==> src/rtl/ps2_kbmat.sv <==
// PS/2 keyboard front end: deserialises scan-code set 2 frames, decodes the
// E0/F0/E1 prefixes, looks each key up in an external keymap ROM and keeps
// the 64-bit Z88 key matrix up to date.
module ps2_kbmat #(
    parameter int          FILT = 8,
    parameter logic [15:0] TOUT = 16'd9830
) (
    input  logic        mck,
    input  logic        rin,
    input  logic        ps2_clk,
    input  logic        ps2_dat,
    output logic [8:0]  km_code,
    input  logic [5:0]  km_idx,
    input  logic        km_hit,
    output logic [63:0] kbmat,
    output logic        key_evt,
    output logic        frm_err
);

    localparam int FCW = $clog2(FILT) + 1;

    typedef enum logic [1:0] {R_IDLE, R_DATA, R_PAR, R_STOP} rst_t;
    typedef enum logic [1:0] {D_NONE, D_LOOK, D_SKIP} dst_t;

    // ------------------------------------------------------------------
    // Input conditioning
    // ------------------------------------------------------------------
    logic [1:0]     r_cs, r_ds;
    logic           r_fclk;
    logic [FCW-1:0] r_fcnt;
    logic           w_cs, w_dat, w_fall;

    assign w_cs  = r_cs[1];
    assign w_dat = r_ds[1];
    // Accepted falling edge: the filtered clock is about to drop this cycle.
    assign w_fall = r_fclk && !w_cs && (r_fcnt == FCW'(FILT - 1));

    // Two-stage synchronisers plus a level filter on the PS/2 clock.
    always_ff @(posedge mck) begin
        if (rin) begin
            r_cs   <= 2'b11;
            r_ds   <= 2'b11;
            r_fclk <= 1'b1;
            r_fcnt <= '0;
        end else begin
            r_cs <= {r_cs[0], ps2_clk};
            r_ds <= {r_ds[0], ps2_dat};
            if (w_cs == r_fclk) begin
                r_fcnt <= '0;
            end else if (r_fcnt == FCW'(FILT - 1)) begin
                r_fclk <= w_cs;
                r_fcnt <= '0;
            end else begin
                r_fcnt <= r_fcnt + 1'b1;
            end
        end
    end

    // ------------------------------------------------------------------
    // Receiver
    // ------------------------------------------------------------------
    rst_t        r_rst, w_rnxt;
    logic [2:0]  r_bcnt;
    logic [7:0]  r_shift;
    logic        r_par;
    logic [15:0] r_tcnt;
    logic        r_strb, r_ferr;
    logic        w_strb, w_err, w_tout;

    assign w_tout = (r_tcnt == TOUT - 16'd1);

    // Receiver next state, byte strobe and error decision.
    always_comb begin
        w_rnxt = r_rst;
        w_strb = 1'b0;
        w_err  = 1'b0;
        case (r_rst)
            R_IDLE: if (w_fall && !w_dat) w_rnxt = R_DATA;
            R_DATA: begin
                if (w_fall) begin
                    if (r_bcnt == 3'd7) w_rnxt = R_PAR;
                end else if (w_tout) begin
                    w_rnxt = R_IDLE;
                    w_err  = 1'b1;
                end
            end
            R_PAR: begin
                if (w_fall) begin
                    w_rnxt = R_STOP;
                end else if (w_tout) begin
                    w_rnxt = R_IDLE;
                    w_err  = 1'b1;
                end
            end
            R_STOP: begin
                if (w_fall) begin
                    w_rnxt = R_IDLE;
                    if (w_dat && (^{r_shift, r_par})) w_strb = 1'b1;
                    else                              w_err  = 1'b1;
                end else if (w_tout) begin
                    w_rnxt = R_IDLE;
                    w_err  = 1'b1;
                end
            end
            default: w_rnxt = R_IDLE;
        endcase
    end

    // Receiver state, shift register and inactivity counter.
    always_ff @(posedge mck) begin
        if (rin) begin
            r_rst   <= R_IDLE;
            r_bcnt  <= '0;
            r_shift <= '0;
            r_par   <= 1'b0;
            r_tcnt  <= '0;
            r_strb  <= 1'b0;
            r_ferr  <= 1'b0;
        end else begin
            r_rst  <= w_rnxt;
            r_strb <= w_strb;
            r_ferr <= w_err;
            if (r_rst == R_IDLE || w_fall) r_tcnt <= '0;
            else                           r_tcnt <= r_tcnt + 16'd1;
            if (r_rst == R_IDLE && w_fall) r_bcnt <= '0;
            if (r_rst == R_DATA && w_fall) begin
                r_shift <= {w_dat, r_shift[7:1]};
                r_bcnt  <= r_bcnt + 3'd1;
            end
            if (r_rst == R_PAR && w_fall) r_par <= w_dat;
        end
    end

    // ------------------------------------------------------------------
    // Decoder and matrix
    // ------------------------------------------------------------------
    dst_t        r_dst, w_dnxt;
    logic        r_ext, r_brk;
    logic [2:0]  r_scnt;
    logic [8:0]  r_code;
    logic [63:0] r_kbmat;
    logic        r_chg;
    logic        w_e0, w_f0, w_e1, w_ovr, w_bat, w_look;

    // r_shift holds the completed byte while r_strb is high; the next frame
    // is at least a millisecond away.
    assign w_e0   = (r_shift == 8'hE0);
    assign w_f0   = (r_shift == 8'hF0);
    assign w_e1   = (r_shift == 8'hE1);
    assign w_ovr  = (r_shift == 8'h00) || (r_shift == 8'hFF);
    assign w_bat  = (r_shift == 8'hAA) && !r_ext && !r_brk;
    assign w_look = r_strb && !(w_e0 || w_f0 || w_e1 || w_ovr || w_bat);

    // Decoder next state.
    always_comb begin
        w_dnxt = r_dst;
        case (r_dst)
            D_NONE: begin
                if (r_strb && w_e1) w_dnxt = D_SKIP;
                else if (w_look)    w_dnxt = D_LOOK;
            end
            D_LOOK: w_dnxt = D_NONE;
            D_SKIP: if (r_strb && r_scnt == 3'd1) w_dnxt = D_NONE;
            default: w_dnxt = D_NONE;
        endcase
    end

    // Prefix flags, keymap address, matrix update and change detection.
    always_ff @(posedge mck) begin
        if (rin) begin
            r_dst   <= D_NONE;
            r_ext   <= 1'b0;
            r_brk   <= 1'b0;
            r_scnt  <= '0;
            r_code  <= '0;
            r_kbmat <= '0;
            r_chg   <= 1'b0;
        end else begin
            r_dst <= w_dnxt;
            r_chg <= 1'b0;
            case (r_dst)
                D_NONE: begin
                    if (r_strb) begin
                        if (w_e0) begin
                            r_ext <= 1'b1;
                        end else if (w_f0) begin
                            r_brk <= 1'b1;
                        end else if (w_ovr) begin
                            r_kbmat <= '0;
                            r_chg   <= |r_kbmat;
                            r_ext   <= 1'b0;
                            r_brk   <= 1'b0;
                        end else if (w_e1) begin
                            r_scnt <= 3'd7;
                            r_ext  <= 1'b0;
                            r_brk  <= 1'b0;
                        end else if (w_look) begin
                            r_code <= {r_ext, r_shift};
                        end
                    end
                end
                D_LOOK: begin
                    // The ROM answers combinationally from r_code this cycle.
                    if (km_hit) begin
                        r_kbmat[km_idx] <= ~r_brk;
                        r_chg           <= r_kbmat[km_idx] ^ ~r_brk;
                    end
                    r_ext <= 1'b0;
                    r_brk <= 1'b0;
                end
                D_SKIP: if (r_strb) r_scnt <= r_scnt - 3'd1;
                default: ;
            endcase
        end
    end

    assign km_code = r_code;
    assign kbmat   = r_kbmat;
    assign key_evt = r_chg;
    assign frm_err = r_ferr;

endmodule
==> config.mk <==
export PLATFORM = sky130hd
export DESIGN_NAME = ps2_kbmat
export DESIGN_NICKNAME = d
export VERILOG_FILES = /design/src/rtl/ps2_kbmat.sv
export SDC_FILE = /design/constraint.sdc
export NUM_CORES = 1
export LEC_CHECK = 0
export CAP_MARGIN = 25
export CORE_ASPECT_RATIO = 1.75
export CORE_UTILIZATION = 37
export DETAILED_ROUTE_END_ITERATION = 6
export SYNTH_ARGS = -nofsm -noshare
export SYNTH_HDL_FRONTEND = slang
export SYNTH_SLANG_ARGS = --single-unit
==> constraint.sdc <==
create_clock -name mck -period 2.5 [get_ports mck]
set_input_delay 0.25 -clock mck [delete_from_list [all_inputs] [get_ports mck]]
set_output_delay 0.25 -clock mck [all_outputs]
set_load 0.01 [all_outputs]
==> summary.md <==
| Metric | Value |
|---|---|
| Status | `complete, no violations` |
| Crit start category | `input pin` |
| Setup Fix Bufs, Post-CTS | `0` |
| CTS Buffer Depth | `2` |
| Die ar. | `17300 um2` |
| Chip width | `100 um` |
| Worst setup path class | `input pin to flip-flop` |
| Final net count | `931` |
| Final Util | `50.3%` |
| Share of the synthesized area in the top cell type | `39.3%` |
| First-pass DRT Iterations | `5` |
| CTS buffer count | `17` |
| ANT cells | `0` |
| EDFF count, synth | `0` |
| Cells after synthesis | `791` |
| Drt wl/cell | `19.6 um` |
| Synth area leaders | `dfxtp_1 (39%), a21oi_1 (12%), o21ai_0 (5.5%), nand2_1 (5.0%), mux2i_1 (4.2%)` |
| Asr flop ratio synth | `0%` |
| Pin count of the biggest net entering global routing | `68` |
| Via count | `6482` |
| # DRC | `0` |
| Clk Latency, worst-skew pair | `0.42 ns` |
| Hold Crit Class | `input pin to flip-flop` |
| Top-count cell post-synth | `a21oi_1` |
| Core box area | `16400 um2` |
| # clock sinks | `122` |
| Post-route cell area | `8270 um2` |
| Synth warn | `0` |
| Max Freq | `440 MHz` |
| Initial DRC count | `331` |
| Endpoint class of the critical path | `flip-flop` |
| Static leakage | `3.03 nW` |
| # setup viols final | `0` |
| RSZ-0062 raised after global routing | `false` |
| Syn Nets | `814` |
| DRT antenna net count | `0` |
| Synth area leader | `dfxtp_1` |
| Site Rows | `62` |
| Grt total ovfl | `0` |
| Buffers on Ports | `85` |
| Seq/Total Area, Yosys | `39.3%` |
| Initial antenna violation count | `0` |
| CTS tree | `yes` |
| Synth-to-layout area growth | `33.0%` |
| Dpl hpwl | `16500 um` |
| Tmin final | `2.27 ns` |
| Max capacitance violation total | `0` |
| Initial core utilization | `37.8%` |
| Fin. max-slew vios | `0` |
| Distinct cells, synth | `57` |
| CTS H-tree lvls | `4` |
| Final Hold Fails | `0` |
| Design Power | `4.73 mW` |
| Synth Area per Inst | `7.86 um2` |
| Share of layout cells above drive strength 1 | `13.4%` |
| Crit Path Max Fanout | `23` |
| Tot GR Track Use | `26.5%` |
| #FFs+latches synth | `122` |
| Vias in the first global route | `6388` |
| Clock Pin Slew Worst Setup and Hold Paths | `0.05 ns` |
| Worst EP required | `2.82 ns` |
| Rel. slew slack | `53.8%` |
| Max IR drop VDD | `423 uV` |
| First-pass GRT wire length | `35100 um` |
| Final worst path period share | `90.8%` |
| Worst Skew | `0.0124 ns` |
| Worst-margin pin slew | `0.693 ns` |
| Fill cells | `1626` |
| Setup TNS Final | `0 ns` |
| DP Area | `7670 um2` |
| Top FF cell, synth | `dfxtp_1` |
| Power Dens Cells | `573 nW/um2` |
| Post-CTS sizing | `0` |
| Die Y | `173 um` |
| Final wirelength | `22500 um` |
| Crit path arrival time | `2.59 ns` |
| Area of the mapped netlist | `6220 um2` |
| CTS Hold Bufs | `0` |
| Post-synth top cells | `a21oi_1 (145), dfxtp_1 (122), nand2_1 (83), o21ai_0 (68), nor2_1 (64)` |
| Root Buffer | `clkbuf_16` |
| DR vias/cell | `5.66` |
| I/O pins | `86` |
| Routability cong. | `1.02` |
-- worst max-delay path, cell delays in order --
cell,delay (ns)
clkdlybuf4s50_1,0.58
buf_12,0.22
mux2i_1,0.33
o22ai_1,0.15
a22oi_1,0.19
o211ai_1,0.16
a2111oi_2,0.37
xnor2_1,0.13
o41ai_2,0.19
-- state kept, by name (all words and copies together) (netlist names), 2 cells and up --
name	flops
r_shift	8
r_bcnt	3
r_ds	2
r_fcnt	4
r_scnt	3
r_cs	2
r_rst	2
r_dst	2
kbmat	64
r_tcnt	16
km_code	9
-- layout make-up --
class	count	area (um2)	area share, %
Sequential cell	122	2440	29.5
Clock inverter	12	149	1.80
Clock buffer	20	447	5.40
Timing Repair Buffer	159	1430	17.2
Multi-Input combinational cell	592	3460	41.9
Inverter	16	60.1	0.726
Tap cell	224	280	3.39
-- cells by family (layout without fill, tap and decap cells) --
kind of cell	after synthesis	count (layout)	synth area share, %
AOI/OAI and AO/OA	278	278	25.7
and+or+nand+nor	252	252	19.7
DFF	122	122	39.3
buffers and inverters	77	207	5.39
muxes	26	26	4.19
xor gates and xnor gates	24	24	3.38
adders and majority gates	12	12	2.41
-- power by group --
part,internal [mW],switching [mW]
Clock,1.59,0.923
Combinational,0.0978,0.170
Sequential,1.95,0.00542
-- per-stage QoR --
stage,setup slack (ns),std cells,hold WS [ns]
after global routing,0.0833,1145,0.349
after global placement,-0.0732,1113,0.393
after CTS,0.263,1145,0.312
final,0.230,1145,0.306
after floorplan,0.413,791,0.354
after detailed placement,-0.118,1113,0.393
-- layer usage --
metal | track usage [%] | wire length [um] | up-vias
li1 | - | - | 3085
met1 | 28.0 | 8290 | 3063
met3 | 4.48 | 1040 | 96
met2 | 45.6 | 11300 | 238
met4 | 21.3 | 1870 | 0
met5 | 0 | 0 | -
-- layout by cell type, fill, tap and decap left out, types with 9 or more instances in the layout --
cell type        instances
a21oi_1                145
a22o_1                   9
buf_4                   72
clkbuf_16               17
clkdlybuf4s50_1         84
dfxtp_1                122
ha_1                    12
inv_1                   16
mux2i_1                 26
nand2_1                 83
nand3_1                 20
nand4_1                 11
nor2_1                  64
nor4_1                  18
o211ai_1                10
o21ai_0                 68
xnor2_1                 16
-- path summary, 6_finish.rpt --
path              startpoint   endpoint  slack (ns)  cells past startpoint
hold reg to reg      r_cs[0]    r_cs[1]        0.41                      1
setup / recovery   km_idx[2]    key_evt        0.23                      9
setup reg to reg  r_shift[2]   kbmat[2]        0.26                      8
hold / removal           rin  r_bcnt[2]        0.31                      2
Power figures use the tool's default switching activity.
